**src/rtl/frame_serializer.sv**
```systemverilog
// -----------------------------------------------------------------------------
// frame_serializer
//
// Purpose:
//   Takes a DATA_W-bit payload over a valid/ready handshake and wraps it as
//   {1'b1, data, 1'b1}. The framed word is held on a parallel output. It is
//   also shifted out one bit per clock on a single registered serial line.
//   Optionally, a fixed number of idle cycles follows each frame. A wrapping
//   counter records how many frames have been fully sent.
//
// Parameters:
//   DATA_W     payload width; the frame width is DATA_W+2
//   MSB_FIRST  1 = send frame bit FRAME_W-1 first, 0 = send bit 0 first
//   IDLE_LEVEL level driven on ser_o whenever no frame bit is being sent
//   GAP        idle cycles forced after every frame (0..15)
//   CNT_W      width of the completed-frame counter
//
// Ports:
//   clk        sole clock; all state changes on the rising edge
//   rst        synchronous, active-high reset
//   in_data    payload word
//   in_valid   payload present
//   in_ready   block accepts in_data this cycle (depends on state/k only)
//   frame_o    last accepted framed word, held until the next accept
//   ser_o      registered serial bit stream
//   busy       high while shifting or sitting in the post-frame gap
//   last_o     high in the cycle ser_o carries the final frame bit
//   frame_cnt  completed frames, modulo 2^CNT_W
// -----------------------------------------------------------------------------
module frame_serializer #(
    parameter int DATA_W     = 3,
    parameter int MSB_FIRST  = 1,
    parameter int IDLE_LEVEL = 0,
    parameter int GAP        = 0,
    parameter int CNT_W      = 4
) (
    input  logic                clk,
    input  logic                rst,
    input  logic [DATA_W-1:0]   in_data,
    input  logic                in_valid,
    output logic                in_ready,
    output logic [DATA_W+1:0]   frame_o,
    output logic                ser_o,
    output logic                busy,
    output logic                last_o,
    output logic [CNT_W-1:0]    frame_cnt
);

    localparam int FRAME_W = DATA_W + 2;
    localparam int K_W     = $clog2(FRAME_W);

    localparam logic [K_W-1:0] K_LAST   = K_W'(FRAME_W - 1);
    localparam logic           IDLE_BIT = (IDLE_LEVEL != 0);
    localparam logic           BACK2BACK = (GAP == 0);
    localparam logic [3:0]     GAP_LAST = (GAP > 0) ? 4'(GAP - 1) : 4'd0;

    localparam logic [1:0] S_IDLE  = 2'd0;
    localparam logic [1:0] S_SHIFT = 2'd1;
    localparam logic [1:0] S_GAP   = 2'd2;

    logic [1:0]         state;
    logic [K_W-1:0]     k;
    logic [3:0]         gap_cnt;
    logic [FRAME_W-1:0] shreg;
    logic [FRAME_W-1:0] framed;
    logic               k_last;
    logic               frame_done;
    logic               accept;

    // Handshake and status decode.
    // In a zero-gap build, the final shift cycle also accepts a new word.
    // That lets the next frame follow without an idle bit.
    always_comb begin
        framed     = {1'b1, in_data, 1'b1};
        k_last     = (k == K_LAST);
        frame_done = (state == S_SHIFT) && k_last;
        in_ready   = (state == S_IDLE) || (frame_done && BACK2BACK);
        accept     = in_valid && in_ready;
        busy       = (state == S_SHIFT) || (state == S_GAP);
        last_o     = frame_done;
    end

    // Main sequencer.
    // shreg holds the bits still to be sent. They are pre-aligned so the next
    // bit always sits at the same end of the register. The first bit goes
    // straight into ser_o on the accept edge, which gives one cycle of latency.
    // frame_cnt counts on the edge that ends the last bit. It counts whether
    // or not a back-to-back accept happens on that same edge.
    always_ff @(posedge clk) begin
        if (rst) begin
            state     <= S_IDLE;
            k         <= '0;
            gap_cnt   <= '0;
            shreg     <= '0;
            frame_o   <= '0;
            ser_o     <= IDLE_BIT;
            frame_cnt <= '0;
        end else begin
            if (frame_done) begin
                frame_cnt <= frame_cnt + CNT_W'(1);
            end

            if (accept) begin
                state   <= S_SHIFT;
                k       <= '0;
                gap_cnt <= '0;
                frame_o <= framed;
                if (MSB_FIRST != 0) begin
                    ser_o <= framed[FRAME_W-1];
                    shreg <= framed << 1;
                end else begin
                    ser_o <= framed[0];
                    shreg <= framed >> 1;
                end
            end else begin
                case (state)
                    S_SHIFT: begin
                        if (k_last) begin
                            ser_o   <= IDLE_BIT;
                            gap_cnt <= '0;
                            if (GAP > 0) begin
                                state <= S_GAP;
                            end else begin
                                state <= S_IDLE;
                            end
                        end else begin
                            k <= k + K_W'(1);
                            if (MSB_FIRST != 0) begin
                                ser_o <= shreg[FRAME_W-1];
                                shreg <= shreg << 1;
                            end else begin
                                ser_o <= shreg[0];
                                shreg <= shreg >> 1;
                            end
                        end
                    end
                    S_GAP: begin
                        ser_o <= IDLE_BIT;
                        if (gap_cnt == GAP_LAST) begin
                            state <= S_IDLE;
                        end else begin
                            gap_cnt <= gap_cnt + 4'd1;
                        end
                    end
                    S_IDLE: begin
                        ser_o <= IDLE_BIT;
                    end
                    default: begin
                        state <= S_IDLE;
                        ser_o <= IDLE_BIT;
                    end
                endcase
            end
        end
    end

endmodule

```
**config.mk**
```make
export PLATFORM = sky130hd
export DESIGN_NAME = frame_serializer
export DESIGN_NICKNAME = d
export VERILOG_FILES = /design/src/rtl/frame_serializer.sv
export SDC_FILE = /design/constraint.sdc
export NUM_CORES = 1
export LEC_CHECK = 0
export CAP_MARGIN = 20
export CELL_PAD_IN_SITES_DETAIL_PLACEMENT = 1
export CELL_PAD_IN_SITES_GLOBAL_PLACEMENT = 2
export CORE_MARGIN = 1.5
export CORE_UTILIZATION = 29
export CTS_BUF_LIST = sky130_fd_sc_hd__clkbuf_2 sky130_fd_sc_hd__clkbuf_4 sky130_fd_sc_hd__clkbuf_8
export DETAILED_ROUTE_END_ITERATION = 7
export PLACE_DENSITY_LB_ADDON = 0.1
export SYNTH_ARGS = -nofsm -noshare
export SYNTH_HDL_FRONTEND = slang
export SYNTH_SLANG_ARGS = --single-unit
```
**constraint.sdc**
```tcl
create_clock -name clk -period 2.1 [get_ports clk]
set_input_delay 0.525 -clock clk [delete_from_list [all_inputs] [get_ports clk]]
set_output_delay 0.525 -clock clk [all_outputs]
set_load 0.005 [all_outputs]
```
==> flow_summary.json <==
{
  "layout-drive-gt1-share": 0.212,
  "yosysMostFrequentCell": "dfxtp_1",
  "synthTopCellsByArea": "dfxtp_1, a21oi_1, mux2i_1, a211oi_2, ha_1",
  "post_drt_wl_per_cell_um": 11.8,
  "clock.fmax_mhz": 548,
  "cp.required_ns": 1.57,
  "min_period_over_period": 0.869,
  "cts_sinks": 17,
  "endpoint_kind": "primary output",
  "htree_levels": 1,
  "synth_nets": 90,
  "n_antenna_cell": 0,
  "hold_viol": 0,
  "ios": 19,
  "synth_commonest_cells": "dfxtp_1, a21oi_1, nor2_1",
  "p_leak_nw": 0.436,
  "worst_pin_slew_ns": 0.290,
  "fillers": 300,
  "yosysWarnings": 0,
  "synth-simple-area-share": 0.167,
  "clkTransAtPathRegs_ns": 0.11,
  "synth_edf_count": 0,
  "fin_crit_ns": 1.83,
  "die_w_um": 54.0,
  "irDropWorstVdd_mv": 0.427,
  "grt_use_total": 0.124,
  "avgSynthCellArea_um2": 9.31,
  "max_slew_margin": 0.806,
  "setup_viol": 0,
  "clockRootBuffer": "clkbuf_4",
  "synth_xor_area_frac": 0.0232,
  "cts_tree": "yes",
  "numCtsBuffers": 3,
  "maxCapViolCount": 0,
  "ys_ff_latch": 17,
  "slowest_stage": "clkdlybuf4s50_1",
  "ff_latch_area_um2": 343,
  "arrival_ns": 1.30,
  "synth-seq-area-share": 0.451,
  "die_h_um": 54.0,
  "hold_ws_ns": 0.484,
  "hpwl_um": 1160,
  "seq_power_share": 0.558,
  "grt_antenna_before_repair": 0,
  "crit_chain": "clkdlybuf4s50_1",
  "hold_path_depth": 2,
  "synth_compound_area_frac": 0.184,
  "multi_input_area_um2": 373,
  "synthFlopType": "dfxtp_1",
  "coreArea_um2": 2480,
  "r2r_cells": 7,
  "switching_power_w": 0.000160,
  "status": "complete, no violations",
  "vias": 635,
  "cp.depth": 1,
  "fp-row-count": 18,
  "netSwitchingFraction": 0.256,
  "fin_nets": 114,
  "start_util": 0.305,
  "dr.pass1.iters": 2,
  "ctsHoldBuffers": 0,
  "postRouteAntennaNets": 0,
  "clk_latency_ns": 0.29,
  "synth_top_family_by_area": "compound AO/OA/AOI/OAI gates",
  "cp_top_family": "buffers and inverters",
  "tns_ns": 0,
  "synth_top_area_share": 0.451,
  "gp_congestion": 0.669,
  "routed_wl_um": 1590,
  "portBuffers": 18,
  "synth_top_cell_by_area": "dfxtp_1",
  "crit_path_start_kind": "flip-flop",
  "cts_max_path_buffers": 2,
  "viasPerCell": 4.74,
  "p_int_w": 0.000465,
  "clockPowerShare": 0.279,
  "grt_pass1_vias": 589,
  "power.density_nw_per_um2": 605,
  "hold_path.class": "flip-flop to flip-flop",
  "synthCells": 81,
  "synth-adder-area-share": 0.0498,
  "drtIter0Drc": 4,
  "grt_max_degree": 15,
  "ys_async_sr_fraction": 0,
  "power_frac_comb": 0.163,
  "die_area_um2": 2920,
  "syn2layout_area_growth_pct": 37.0,
  "muxShareOfSynthArea": 0.0531,
  "final_max_slew_viol_count": 0,
  "synthesis.area_um2": 754,
  "grt_pass1_wl_um": 2570,
  "crit_fanout": 6,
  "ys_types": 25,
  "skew_ns": 0.00960,
  "worst-setup-path-type": "flip-flop to primary output",
  "path_buf_inv": 1,
  "grt_overflow_total": 0,
  "rsz0062_at_grt": "no",
  "drc": 0,
  "worst_path_largest_cell_delay_ns": 0.55
}
-- power by group through the flow --
stage / Clock, W / Sequential (W) / Combinational (W)
detailed placement: 0 / 0.000356 / 0.0000984
floorplan: 0 / 0.000355 / 0.0000548
CTS: 0.000186 / 0.000350 / 0.000103
finish: 0.000174 / 0.000349 / 0.000102
global route: 0.000207 / 0.000352 / 0.000112
global placement: 0 / 0.000356 / 0.0000979
-- per-stage QoR --
stage / utilization / instances / area (um2) / setup slack, ns / total power [W]
2_1_floorplan: - / 81 / 754 / 0.443 / 0.000410
3_3_place_gp: 0.395 / 129 / 978 / 0.197 / 0.000454
3_5_place_dp: 0.395 / 129 / 978 / 0.183 / 0.000455
4_1_cts: 0.412 / 133 / 1020 / 0.0230 / 0.000639
5_1_grt: 0.417 / 134 / 1030 / 0.194 / 0.000671
6_report: 0.417 / 134 / 1030 / 0.274 / 0.000625
-- per-layer routing --
metal,share of wire,up-vias,track usage
li1,-,322,-
met1,0.46,303,0.131
met2,0.50,8,0.230
met3,0.031,2,0.0500
met4,0.0095,0,0.0250
met5,0,-,0
-- path summary, 6_finish.rpt --
path                  from       end  slack [ns]
setup / recovery  state[0]      busy        0.27
hold / removal    shreg[4]     ser_o        0.48
setup reg to reg      k[1]  shreg[2]        0.82
hold reg to reg   shreg[4]     ser_o        0.48
-- registers in the layout, indices dropped and copies added, names as in the netlist --
| register | flops |
|---|---|
| frame_cnt | 4 |
| frame_o | 4 |
| k | 3 |
| ser_o | 1 |
| shreg | 4 |
| state | 1 |
-- cell type report --
class,instances,share of cell area
sequential,17,0.332
multi-input combinational,53,0.361
clock buffer,3,0.0218
timing repair buffer,24,0.223
tap,30,0.0363
clock inverter,1,0.00484
inverter,6,0.0218
-- logic make-up (layout without fill, tap and decap cells) --
family | Yosys count | in the layout
AOI/OAI and AO/OA | 20 | 20
xor gates and xnor gates | 2 | 2
adders and majority gates | 3 | 3
buffers and inverters | 11 | 34
DFF | 17 | 17
muxes | 4 | 4
and+or+nand+nor | 24 | 24
-- layout by cell type, fill, tap and decap left out, drive strengths merged --
| master | Yosys | final |
|---|---|---|
| dfxtp | 17 | 17 |
| clkdlybuf4s50 | 0 | 16 |
| a21oi | 10 | 10 |
| nor2 | 8 | 8 |
| nand3 | 7 | 7 |
| buf | 4 | 6 |
| inv | 6 | 6 |
| o21ai | 5 | 5 |
| nand2 | 4 | 4 |
| mux2i | 4 | 4 |
| a211oi | 3 | 3 |
| clkbuf | 1 | 3 |
| ha | 3 | 3 |
| xor2 | 2 | 2 |
| dlymetal6s2s | 0 | 2 |
| a21boi | 1 | 1 |
| nand4 | 1 | 1 |
| o211ai | 1 | 1 |
| nor3b | 1 | 1 |
| and2b | 1 | 1 |
| or3 | 1 | 1 |
| nor3 | 1 | 1 |
| clkinv | 0 | 1 |
-- timing repair --
action,CTS,global route
setup endpoints to repair,2,2
buffers inserted,0,1
hold endpoints to repair,0,0
pin swaps,1,0
gates resized for setup,6,2
gates cloned,0,0
Power figures use the tool's default switching activity.
